<file path="config.mk">
export PLATFORM = sky130hd
export DESIGN_NAME = dac_pattern_gen_flat
export DESIGN_NICKNAME = d
export VERILOG_FILES = /design/src/rtl/dac_test_pkg.sv /design/src/rtl/dac_pattern_gen_if.sv /design/src/rtl/dac_lfsr32.sv /design/src/rtl/dac_pattern_gen.sv /design/src/flat_wrapper.sv
export SDC_FILE = /design/constraint.sdc
export NUM_CORES = 1
export LEC_CHECK = 0
export BUFFER_PORTS_ARGS = -buffer_cell sky130_fd_sc_hd__buf_2
export CORE_MARGIN = 5
export CORE_UTILIZATION = 43
export DETAILED_ROUTE_END_ITERATION = 10
export PLACE_DENSITY = 0.68
export SYNTH_ARGS = -nofsm -noshare
export SYNTH_HDL_FRONTEND = slang
export SYNTH_SLANG_ARGS = --single-unit
</file>
<file path="constraint.sdc">
create_clock -name clk -period 4.34 [get_ports clk]
set_clock_uncertainty 0.15 [all_clocks]
set_input_delay 0 -clock clk [delete_from_list [all_inputs] [get_ports clk]]
set_output_delay 0 -clock clk [all_outputs]
set_load 0.01 [all_outputs]
</file>
<file path="src/rtl/dac_test_pkg.sv">
// Shared definitions for the DAC test pattern generator and its checkers:
// pattern/state enums, LFSR polynomial, default seed and the LFSR step function.
package dac_test_pkg;

   typedef enum logic [1:0] {
      PAT_CONST = 2'd0,
      PAT_RAMP  = 2'd1,
      PAT_PRBS  = 2'd2,
      PAT_TRI   = 2'd3
   } pat_mode_e;

   typedef enum logic [1:0] {
      ST_IDLE = 2'd0,
      ST_RUN  = 2'd1,
      ST_DONE = 2'd2
   } gen_state_e;

   localparam logic [31:0] LFSR_POLY    = 32'h8020_0003;
   localparam logic [31:0] DEFAULT_SEED = 32'hACE1_0001;

   // Right-shifting Galois form of x^32+x^22+x^2+x+1
   function automatic logic [31:0] lfsr_next(input logic [31:0] s);
      return (s >> 1) ^ (s[0] ? LFSR_POLY : 32'h0);
   endfunction

endpackage

</file>
<file path="src/rtl/dac_pattern_gen_if.sv">
// Valid/ready sample stream between the pattern generator and the DAC path.
interface dac_pattern_gen_if #(
   parameter int DATA_W = 16
) ();
   logic [DATA_W-1:0] out_data;
   logic              out_valid;
   logic              out_ready;

   modport master (output out_data, output out_valid, input out_ready);
   modport slave  (input out_data, input out_valid, output out_ready);
endinterface

</file>
<file path="src/rtl/dac_lfsr32.sv">
// 32-bit Galois LFSR with synchronous load and advance enable; shared by
// the transmit generator and receive-side checkers.
module dac_lfsr32
   import dac_test_pkg::*;
#(
   parameter logic [31:0] SEED = DEFAULT_SEED
) (
   input  logic        clk,
   input  logic        rst,
   input  logic        load_i,
   input  logic        adv_i,
   output logic [31:0] state_o
);

   logic [31:0] state_q, state_d;

   always_comb begin
      state_d = state_q;
      if (load_i)
         state_d = SEED;
      else if (adv_i)
         state_d = lfsr_next(state_q);
   end

   always_ff @(posedge clk) begin
      if (rst)
         state_q <= SEED;
      else
         state_q <= state_d;
   end

   assign state_o = state_q;

endmodule

</file>
<file path="src/rtl/dac_pattern_gen.sv">
// DAC test pattern generator: constant/ramp/PRBS/triangle bursts on a valid/ready stream.
// Optional running checksum enabled by defining DAC_PATTERN_GEN_CHECKSUM_EN.
//
// state   | meaning
// IDLE    | waiting for start, outputs hold last burst results
// RUN     | presenting samples, out_valid high
// DONE    | one-cycle done pulse, then IDLE
module dac_pattern_gen
   import dac_test_pkg::*;
#(
   parameter int          DATA_W = 16,
   parameter int          LEN_W  = 32,
   parameter logic [31:0] SEED   = DEFAULT_SEED
) (
   input  logic                 clk,
   input  logic                 rst,
   input  logic                 start,
   input  logic                 stop,
   input  logic [1:0]           mode,
   input  logic [DATA_W-1:0]    step,
   input  logic [DATA_W-1:0]    const_val,
   input  logic [LEN_W-1:0]     burst_len,
   dac_pattern_gen_if.master    dac,
   output logic                 busy,
   output logic                 done,
   output logic [LEN_W-1:0]     sent_count,
   output logic [31:0]          checksum
);

   localparam logic [DATA_W-1:0] MAX_VAL = '1;

   gen_state_e        state_q, state_d;
   pat_mode_e         mode_q, mode_in;
   logic [DATA_W-1:0] step_q, data_q, next_data;
   logic              dir_down_q, next_dir;
   logic [LEN_W-1:0]  len_q, sent_q;
   logic [31:0]       lfsr_state;
   logic [DATA_W:0]   up_sum;
   logic              xfer, start_ok, last_xfer;

   assign mode_in   = pat_mode_e'(mode);
   assign xfer      = dac.out_valid && dac.out_ready;
   assign start_ok  = (state_q == ST_IDLE) && start;
   assign last_xfer = xfer && (len_q != '0) && ((sent_q + LEN_W'(1)) == len_q);
   assign up_sum    = {1'b0, data_q} + {1'b0, step_q};

   dac_lfsr32 #(.SEED(SEED)) u_lfsr (
      .clk     (clk),
      .rst     (rst),
      .load_i  (start_ok),
      .adv_i   (xfer),
      .state_o (lfsr_state)
   );

   always_ff @(posedge clk) begin
      if (rst)
         state_q <= ST_IDLE;
      else
         state_q <= state_d;
   end

   always_comb begin
      state_d = state_q;
      unique case (state_q)
         ST_IDLE: if (start) state_d = ST_RUN;
         ST_RUN:  if (stop || last_xfer) state_d = ST_DONE;
         ST_DONE: state_d = ST_IDLE;
         default: state_d = ST_IDLE;
      endcase
   end

   always_comb begin
      dac.out_valid = 1'b0;
      busy          = 1'b0;
      done          = 1'b0;
      unique case (state_q)
         ST_RUN: begin
            dac.out_valid = 1'b1;
            busy          = 1'b1;
         end
         ST_DONE: done = 1'b1;
         default: ;
      endcase
   end

   // Triangle turns on reaching an endpoint so each endpoint appears once per turn
   always_comb begin
      next_data = data_q;
      next_dir  = dir_down_q;
      unique case (mode_q)
         PAT_CONST: next_data = data_q;
         PAT_RAMP:  next_data = data_q + step_q;
         PAT_PRBS:  next_data = DATA_W'(lfsr_next(lfsr_state));
         PAT_TRI: begin
            if (!dir_down_q) begin
               if (up_sum >= {1'b0, MAX_VAL}) begin
                  next_data = MAX_VAL;
                  next_dir  = 1'b1;
               end else begin
                  next_data = up_sum[DATA_W-1:0];
               end
            end else begin
               if (data_q <= step_q) begin
                  next_data = '0;
                  next_dir  = 1'b0;
               end else begin
                  next_data = data_q - step_q;
               end
            end
         end
      endcase
   end

   always_ff @(posedge clk) begin
      if (rst) begin
         mode_q     <= PAT_CONST;
         step_q     <= '0;
         data_q     <= '0;
         dir_down_q <= 1'b0;
         len_q      <= '0;
         sent_q     <= '0;
      end else if (start_ok) begin
         mode_q     <= mode_in;
         step_q     <= step;
         len_q      <= burst_len;
         dir_down_q <= 1'b0;
         sent_q     <= '0;
         data_q     <= (mode_in == PAT_PRBS) ? SEED[DATA_W-1:0] : const_val;
      end else if (xfer) begin
         data_q     <= next_data;
         dir_down_q <= next_dir;
         if (sent_q != '1)
            sent_q <= sent_q + LEN_W'(1);
      end
   end

   assign dac.out_data = data_q;
   assign sent_count   = sent_q;

`ifdef DAC_PATTERN_GEN_CHECKSUM_EN
   logic [31:0] csum_q;

   always_ff @(posedge clk) begin
      if (rst)
         csum_q <= '0;
      else if (start_ok)
         csum_q <= '0;
      else if (xfer)
         csum_q <= {csum_q[30:0], csum_q[31]} ^ 32'(data_q);
   end

   assign checksum = csum_q;
`else
   assign checksum = 32'h0;
`endif

endmodule

</file>
<file path="src/flat_wrapper.sv">
// flat-port wrapper written by rule: the top's interface ports become plain ports
module dac_pattern_gen_flat import dac_test_pkg::*;
#(
   parameter int          DATA_W = 16,
   parameter int          LEN_W  = 32,
   parameter logic [31:0] SEED   = DEFAULT_SEED
)
  (clk, rst, start, stop, mode, step, const_val, burst_len, busy, done, sent_count, checksum, dac_out_data, dac_out_valid, dac_out_ready);
  dac_pattern_gen_if #(.DATA_W(DATA_W)) dac_i ();
  input  logic clk;
  input  logic rst;
  input  logic start;
  input  logic stop;
  input  logic [1:0] mode;
  input  logic [DATA_W-1:0] step;
  input  logic [DATA_W-1:0] const_val;
  input  logic [LEN_W-1:0] burst_len;
  output logic busy;
  output logic done;
  output logic [LEN_W-1:0] sent_count;
  output logic [31:0] checksum;
  output wire logic [$bits(dac_i.out_data)-1:0] dac_out_data;
  output wire logic [$bits(dac_i.out_valid)-1:0] dac_out_valid;
  input wire logic [$bits(dac_i.out_ready)-1:0] dac_out_ready;
  assign dac_out_data = dac_i.out_data;
  assign dac_out_valid = dac_i.out_valid;
  assign dac_i.out_ready = dac_out_ready;
  dac_pattern_gen #(.DATA_W(DATA_W), .LEN_W(LEN_W), .SEED(SEED)) u_core (.clk(clk), .rst(rst), .start(start), .stop(stop), .mode(mode), .step(step), .const_val(const_val), .burst_len(burst_len), .dac(dac_i), .busy(busy), .done(done), .sent_count(sent_count), .checksum(checksum));
endmodule
</file>
==> results of run 1 <==
## per-stage QoR
stage / utilization (%) / cells / hold slack (ns) / setup WS, ns
6_report: 53.6 / 1613 / 0.00418 / 0.797
2_1_floorplan: - / 1195 / -0.0161 / 1.21
5_1_grt: 53.6 / 1613 / 0.0361 / 0.479
3_5_place_dp: 46.0 / 1488 / 0.0950 / 0.813
4_1_cts: 53.6 / 1613 / 0.00149 / 0.807
3_3_place_gp: 46.0 / 1488 / 0.0913 / 0.879
## cell type report
cell class / instances / area, um2 / area share, %
Clock buffer: 19 / 453 / 4.19
Clock inverter: 13 / 159 / 1.47
Inverter: 42 / 158 / 1.46
Multi-Input combinational cell: 915 / 5460 / 50.5
Sequential cell: 133 / 2660 / 24.6
Tap cell: 270 / 338 / 3.12
Timing Repair Buffer: 221 / 1590 / 14.7
## Yosys cell counts, drive strengths merged (12+ instances only)
| master | instances | share of area [%] |
|---|---|---|
| buf | 48 | 3.9 |
| nor2b | 15 | 1.1 |
| o211ai | 12 | 1.0 |
| ha | 33 | 4.7 |
| clkbuf | 56 | 3.0 |
| nand2 | 209 | 9.0 |
| and2 | 13 | 0.93 |
| nand3 | 32 | 1.8 |
| a21oi | 130 | 7.5 |
| xnor2 | 59 | 5.9 |
| nor2 | 90 | 3.9 |
| a211oi | 12 | 1.1 |
| inv | 42 | 1.8 |
| nor4 | 23 | 2.1 |
| nor3 | 18 | 1.0 |
| xor2 | 39 | 3.9 |
| nand4 | 19 | 1.4 |
| o21ai | 44 | 2.5 |
| dfxtp | 133 | 30 |
## how the worst max path moves through the flow
stage                                        start                             endpoint  depth (start not counted)
4_1_cts          u_core.sent_count[0]$_SDFFE_PP0P_   u_core.sent_count[15]$_SDFFE_PP0P_                         10
6_report         u_core.sent_count[0]$_SDFFE_PP0P_   u_core.sent_count[15]$_SDFFE_PP0P_                         10
2_1_floorplan  u_core.dac.out_data[2]$_SDFFE_PP0P_       u_core.dir_down_q$_SDFFE_PP0P_                         11
3_3_place_gp         u_core.step_q[5]$_SDFFE_PP0P_  u_core.dac.out_data[2]$_SDFFE_PP0P_                         11
5_1_grt          u_core.sent_count[0]$_SDFFE_PP0P_   u_core.sent_count[17]$_SDFFE_PP0P_                         10
3_5_place_dp     u_core.sent_count[0]$_SDFFE_PP0P_   u_core.sent_count[23]$_SDFFE_PP0P_                         10
## cell families after synthesis
kind of cell             count (synthesis)
flip-flops                             133
XOR/XNOR                                98
buffers and inverters                  147
adder cells (fa/ha/maj)                 35
AO/OA/AOI/OAI                          280
multiplexers                             4
AND/OR/NAND/NOR                        466
other                                    1
## flip-flops by register name, indices dropped and copies added, names as in the netlist
name and cells:
u_core.mode_q 2, u_core.u_lfsr.state_o 32, u_core.sent_count 32, u_core.step_q 16
u_core.dac.out_data 16, u_core.len_q 32, u_core.dir_down_q 1, u_core.state_q 2
## power groups by stage
stage / registers (uW) / clock network (uW) / logic (uW)
floorplan: 1340 / 0 / 567
global placement: 1350 / 0 / 740
detailed placement: 1350 / 0 / 736
CTS: 1320 / 1530 / 809
global route: 1330 / 1590 / 900
finish: 1330 / 1510 / 825
## cell usage in the layout, fill, tap and decap left out, types with 11 or more instances in the layout
cell type / Yosys / final
dfxtp_1: 133 / 133
o21ai_0: 43 / 43
nand2_1: 208 / 207
nor4_1: 20 / 20
a211oi_1: 11 / 11
o211ai_1: 12 / 12
nor2_1: 90 / 90
and2_1: 12 / 11
nor2b_1: 15 / 15
ha_1: 33 / 33
dlygate4sd3_1: 0 / 93
nand4_1: 19 / 19
buf_2: 6 / 121
a21oi_1: 129 / 129
nand3_1: 32 / 32
xnor2_1: 59 / 59
a31oi_1: 11 / 11
conb_1: 1 / 32
xor2_1: 39 / 39
nor3_1: 18 / 18
clkbuf_16: 0 / 17
inv_1: 42 / 42
## layer usage
metal | part of all wire [%] | up-vias | GRT usage (%)
met2 | 50 | 307 | 39.9
met1 | 42 | 4131 | 27.2
met4 | 2.3 | 0 | 6.53
met5 | 0 | - | 0
li1 | - | 4300 | -
met3 | 5.5 | 46 | 4.97
## worst reg2reg max path: cells and delay by family, from the launching register on
| kind | cells | cell delay, ns |
|---|---|---|
| AND/OR/NAND/NOR | 7 | 1.78 |
| AO/OA/AOI/OAI | 1 | 0.53 |
| flip-flops | 1 | 0.46 |
| adder cells (fa/ha/maj) | 1 | 0.32 |
| XOR/XNOR | 1 | 0.14 |
==> run_results.csv, run 1 <==
group,metric,value,unit
detailed_routing,drc_errors,0,
setup_path,reg2reg_from,"u_core.sent_count[0]$_SDFFE_PP0P_",
setup_path,regToRegEndpoint,"u_core.sent_count[15]$_SDFFE_PP0P_",
setup_path,crit_path_cell_trace,"ha_1, and4_1, nand4_1, nor2_1, nand3_1, o21a_1, and2_1, nand3_1, xor2_1, nor2_1",
timing,hold_viol,0,
global_routing,grt_use_total,22.4,%
flow_run,maxCapViolations,0,
global_routing,grt_pass1_wl,43.4,mm
setup_path,crit_family,"simple AND/OR/NAND/NOR gates",
cells_and_area,final_cell_area,0.0108,mm2
detailed_routing,viasPerCell,5.45,
min_path,hold_class,"in -> reg",
detailed_routing,ant_nets,0,
clock_tree,cts_setup_buffers,0,
cells_and_area,diodes,0,
detailed_routing,drtPass1Iterations,5,
clock_tree,cts.root.buffer_cell,"clkbuf_16",
synth,muxShareOfSynthArea,0.471,%
cells_and_area,syn_to_final_growth,23.4,%
synth,syn_avg_cell_area,7.53,um2
min_path,hp-start,"start",
setup_path,crit_path_start_kind,"flip-flop",
status,status,"complete, no violations",
setup_path,crit_arrival,3.66,ns
power,total_power,3660,uW
synth,synth-xor-area-share,9.79,%
synth,yosys_warnings,0,
clock_tree,cts_hold_buf,93,
setup_path,required,4.46,ns
power,p_clk_share,41.2,%
placement,gp_congestion,0.934,
timing,maxSlewViolCount,0,
synth,netlist_instances,1164,
floorplan,die_area,0.0233,mm2
timing,maxSlewHeadroom,24.4,%
setup_path,cp_max_fo,24,
clock_tree,cts_buffer_depth,2,
detailed_routing,drt_iter0_markers,553,
power,p_sw_share,31.8,%
floorplan,die_y,153,um
timing,tightest_slew,1.13,ns
setup_path,reg2reg_depth,10,
min_path,worstHoldPathCells,4,
power,irDropWorstVdd,256,uV
synth,synth_adder_area_share,5.17,%
timing,setup_viol,0,
detailed_routing,routed-via-count,8784,
synth,synth_compound_area_share,20.3,%
setup_path,critPathKind,"reg -> reg",
placement,io_buffers,121,
floorplan,ioPinCount,154,
clock_tree,clkTransAtPathRegs,0.07,ns
cells_and_area,drive_above_1_share,13.6,%
clock_tree,post_cts_resized,0,
power,p_per_area,338,mW/mm2
synth,synthSimpleGateAreaFrac,25.1,%
synth,synth_top_family_by_area,"simple AND/OR/NAND/NOR gates",
min_path,hold_path_end,"u_core.step_q[2]$_SDFFE_PP0P_",
power,cellLeakagePower,0.00435,uW
setup_path,path_buf_inv,0,
clock_tree,numCtsBuffers,17,
synth,ys_seq_area_share,30.4,%
setup_path,rrSetupSlack,0.80,ns
timing,timing.fmax,282,MHz
global_routing,antenna_found_initial,0,
power,internal-power,2500,uW
clock_tree,numClockSinks,133,
global_routing,overflow,0,
floorplan,die_x,153,um
cells_and_area,n_fill_cell,1949,
floorplan,core,0.0202,mm2
placement,hpwl,18.8,mm
global_routing,grt_max_degree,57,
setup_path,cp-end-kind,"flip-flop",
detailed_routing,avgRoutedWirePerCell,16.8,um
global_routing,grt_pass1_vias,8567,
power,seq_power_share,36.2,%
synth,postSynth.asyncResetShare,0,%
timing,rsz0062_at_grt,"false",
timing,finalCritPeriodShare,81.6,%
synth,yosysUniqueCellTypes,80,
timing,tns,0,ns
power,power_switching,1160,uW
timing,min_period,3.54,ns
synth,synth-edff-count,0,
clock_tree,insertion_delay,0.43,ns
setup_path,slowest_stage,"o21a_1",
cells_and_area,fin_nets,1436,
clock_tree,cts_tree,"built",
setup_path,crit_path_max_incr_delay,0.53,ns
synth,netlist_area,0.00877,mm2
floorplan,start_util,43.5,%
floorplan,rows,52,
placement,placed_cell_area,0.00928,mm2
clock_tree,h-tree-depth,4,
synth,ys_ff_latch,133,
detailed_routing,routed_wl,27.1,mm
synth,synthFlopType,"dfxtp_1",
power,pwr-share-comb,22.5,%
Note: power is estimated with default switching activity, not from simulation.
==> run 2: changes to the inputs <==
--- a/config.mk
+++ b/config.mk
@@ -9,7 +9,7 @@
 export CORE_MARGIN = 5
 export CORE_UTILIZATION = 43
 export DETAILED_ROUTE_END_ITERATION = 10
-export PLACE_DENSITY = 0.68
+export PLACE_DENSITY = 0.7
 export SYNTH_ARGS = -nofsm -noshare
 export SYNTH_HDL_FRONTEND = slang
 export SYNTH_SLANG_ARGS = --single-unit
==> constraint.sdc (replaced) <==
create_clock -name clk -period 3.2 [get_ports clk]
set_clock_uncertainty 0.15 [all_clocks]
set_input_delay 0 -clock clk [delete_from_list [all_inputs] [get_ports clk]]
set_output_delay 0 -clock clk [all_outputs]
set_load 0.01 [all_outputs]
==> run_results.csv, run 2 (synthesized netlist as in run 1, its figures left out) <==
group,metric,value,unit
global_routing,grt_pass1_wl,45.7,mm
floorplan,die_y,153,um
timing,maxSlewHeadroom,57.6,%
detailed_routing,drt-met1-wl,11.8,mm
timing,tns,0,ns
clock_tree,numCtsBuffers,17,
detailed_routing,viasPerCell,5.40,
setup_path,reg2reg_depth,12,
timing,finalCritPeriodShare,98.4,%
cells_and_area,layout.cells.non_filler,1681,
detailed_routing,dr_wl_met2,14.0,mm
timing,rsz0062_at_grt,"true",
cells_and_area,final_common_cell,"nand2_1",
setup_path,crit_arrival,3.35,ns
min_path,hp-start,"start",
setup_path,reg2reg_from,"u_core.step_q[3]$_SDFFE_PP0P_",
cells_and_area,syn_to_final_growth,32.2,%
min_path,hold_class,"in -> reg",
placement,hpwl,20.0,mm
placement,io_buffers,121,
timing,maxSlewViolCount,0,
timing,timing.hold.ws,-0.000136,ns
min_path,hold_path_end,"u_core.step_q[0]$_SDFFE_PP0P_",
placement,dpl.cell_count,1553,
global_routing,grt_use_total,23.7,%
timing,setup_slack,0.0523,ns
floorplan,rows,52,
power,p_clk_share,41.4,%
placement,gp_congestion,0.952,
detailed_routing,routed_wl,28.4,mm
setup_path,rrSetupSlack,0.05,ns
power,p_per_area,456,mW/mm2
min_path,worstHoldPathCells,4,
flow_run,maxCapViolations,0,
floorplan,start_util,43.5,%
setup_path,required,3.40,ns
setup_path,cp-end-kind,"flip-flop",
detailed_routing,drt_iter0_markers,566,
power,pwr-share-comb,24.5,%
cells_and_area,n_fill_cell,1850,
clock_tree,cts.root.buffer_cell,"clkbuf_16",
floorplan,die_area,0.0233,mm2
detailed_routing,ant_nets,0,
global_routing,antenna_found_initial,0,
global_routing,overflow,0,
status,status,"finished with violations",
cells_and_area,diodes,0,
clock_tree,h-tree-depth,4,
cells_and_area,register_area,0.00268,mm2
timing,min_period,3.15,ns
timing,hold_viol,1,
floorplan,die_x,153,um
power,p_sw_share,31.2,%
floorplan,ioPinCount,154,
detailed_routing,drc_errors,0,
placement,place_ws,-0.0511,ns
clock_tree,cts_tree,"built",
cells_and_area,multi_input_area,0.00567,mm2
detailed_routing,dr.max_layer_used,"met4",
setup_path,crit_path_start_kind,"flip-flop",
cells_and_area,layout_common_cells,"nand2_1, dfxtp_1, a21oi_1",
clock_tree,cts_buffer_depth,2,
cells_and_area,drive_above_1_share,20.8,%
clock_tree,insertion_delay,0.43,ns
power,internal-power,3640,uW
power,irDropWorstVdd,435,uV
floorplan,core,0.0202,mm2
timing,setup_viol,0,
setup_path,regToRegEndpoint,"u_core.dir_down_q$_SDFFE_PP0P_",
cells_and_area,final_core_util,57.5,%
detailed_routing,avgRoutedWirePerCell,16.9,um
setup_path,cp_max_fo,7,
timing,tightest_slew,0.635,ns
power,cellLeakagePower,0.00473,uW
detailed_routing,route.met3.wl,2.07,mm
global_routing,grt_max_degree,50,
power,seq_power_share,34.1,%
timing,timing.fmax,318,MHz
power,power_switching,1650,uW
clock_tree,clkTransAtPathRegs,0.06,ns
detailed_routing,routed-via-count,9074,
cells_and_area,fin_nets,1504,
setup_path,critPathKind,"reg -> reg",
global_routing,grt_pass1_vias,8864,
detailed_routing,drtPass1Iterations,5,
status,violations,"hold timing",
clock_tree,numClockSinks,133,
## run 2: layer usage
layer  vias up  GRT usage [%]
li1       4435              -
met1      4251           29.0
met2       345           41.9
met3        43           5.85
met4         0           6.02
met5         -              0
## run 2: area by class of cell
class	instances	area share [%]
tap	270	2.91
sequential	133	23.1
timing repair buffer	289	18.1
clock buffer	18	3.79
inverter	42	1.36
multi-input combinational	915	48.9
clock inverter	14	1.84
## run 2: worst max-delay path by stage
stage	start	to	slack, ns	depth (start not counted)
after floorplan	u_core.dac.out_data[2]$_SDFFE_PP0P_	u_core.dir_down_q$_SDFFE_PP0P_	0.07	11
after global placement	u_core.step_q[1]$_SDFFE_PP0P_	u_core.dac.out_data[11]$_SDFFE_PP0P_	-0.10	12
after detailed placement	u_core.step_q[1]$_SDFFE_PP0P_	u_core.dac.out_data[15]$_SDFFE_PP0P_	-0.05	12
after CTS	u_core.step_q[0]$_SDFFE_PP0P_	u_core.dac.out_data[3]$_SDFFE_PP0P_	0.007	11
after global routing	u_core.dac.out_data[2]$_SDFFE_PP0P_	u_core.dac.out_data[15]$_SDFFE_PP0P_	-0.07	11
final	u_core.step_q[3]$_SDFFE_PP0P_	u_core.dir_down_q$_SDFFE_PP0P_	0.05	12
## run 2: what timing repair did
item | in CTS | in global routing
endpoints found under the setup margin | 4 | 16
hold buffers | 91 | 0
endpoints found under the hold margin | 67 | 0
setup buffers | 0 | 5
resized for setup | 4 | 46
pin swaps | 0 | 21
## run 2: power groups by stage
stage | Sequential [uW] | Combinational, uW | Clock (uW)
after floorplan | 1820 | 769 | 0
after global placement | 1830 | 1130 | 0
after detailed placement | 1830 | 1130 | 0
after CTS | 1790 | 1230 | 2210
after global routing | 1810 | 1410 | 2280
final | 1800 | 1300 | 2190
## run 2: stage by stage
stage	instance area, um2	total power, uW
2_1_floorplan	8880	2590
3_3_place_gp	9770	2960
3_5_place_dp	9770	2960
4_1_cts	11300	5230
5_1_grt	11600	5500
6_report	11600	5280
## run 2: worst max-delay path: stages (launching register included)
cell	delay (ns)
dfxtp_2	0.34
inv_1	0.07
ha_4	0.23
buf_4	0.16
a2111o_1	0.47
buf_4	0.19
a31oi_4	0.19
xnor2_2	0.11
nand4bb_1	0.22
nor4_2	0.28
nand3_1	0.14
a2111o_1	0.41
a21oi_2	0.12
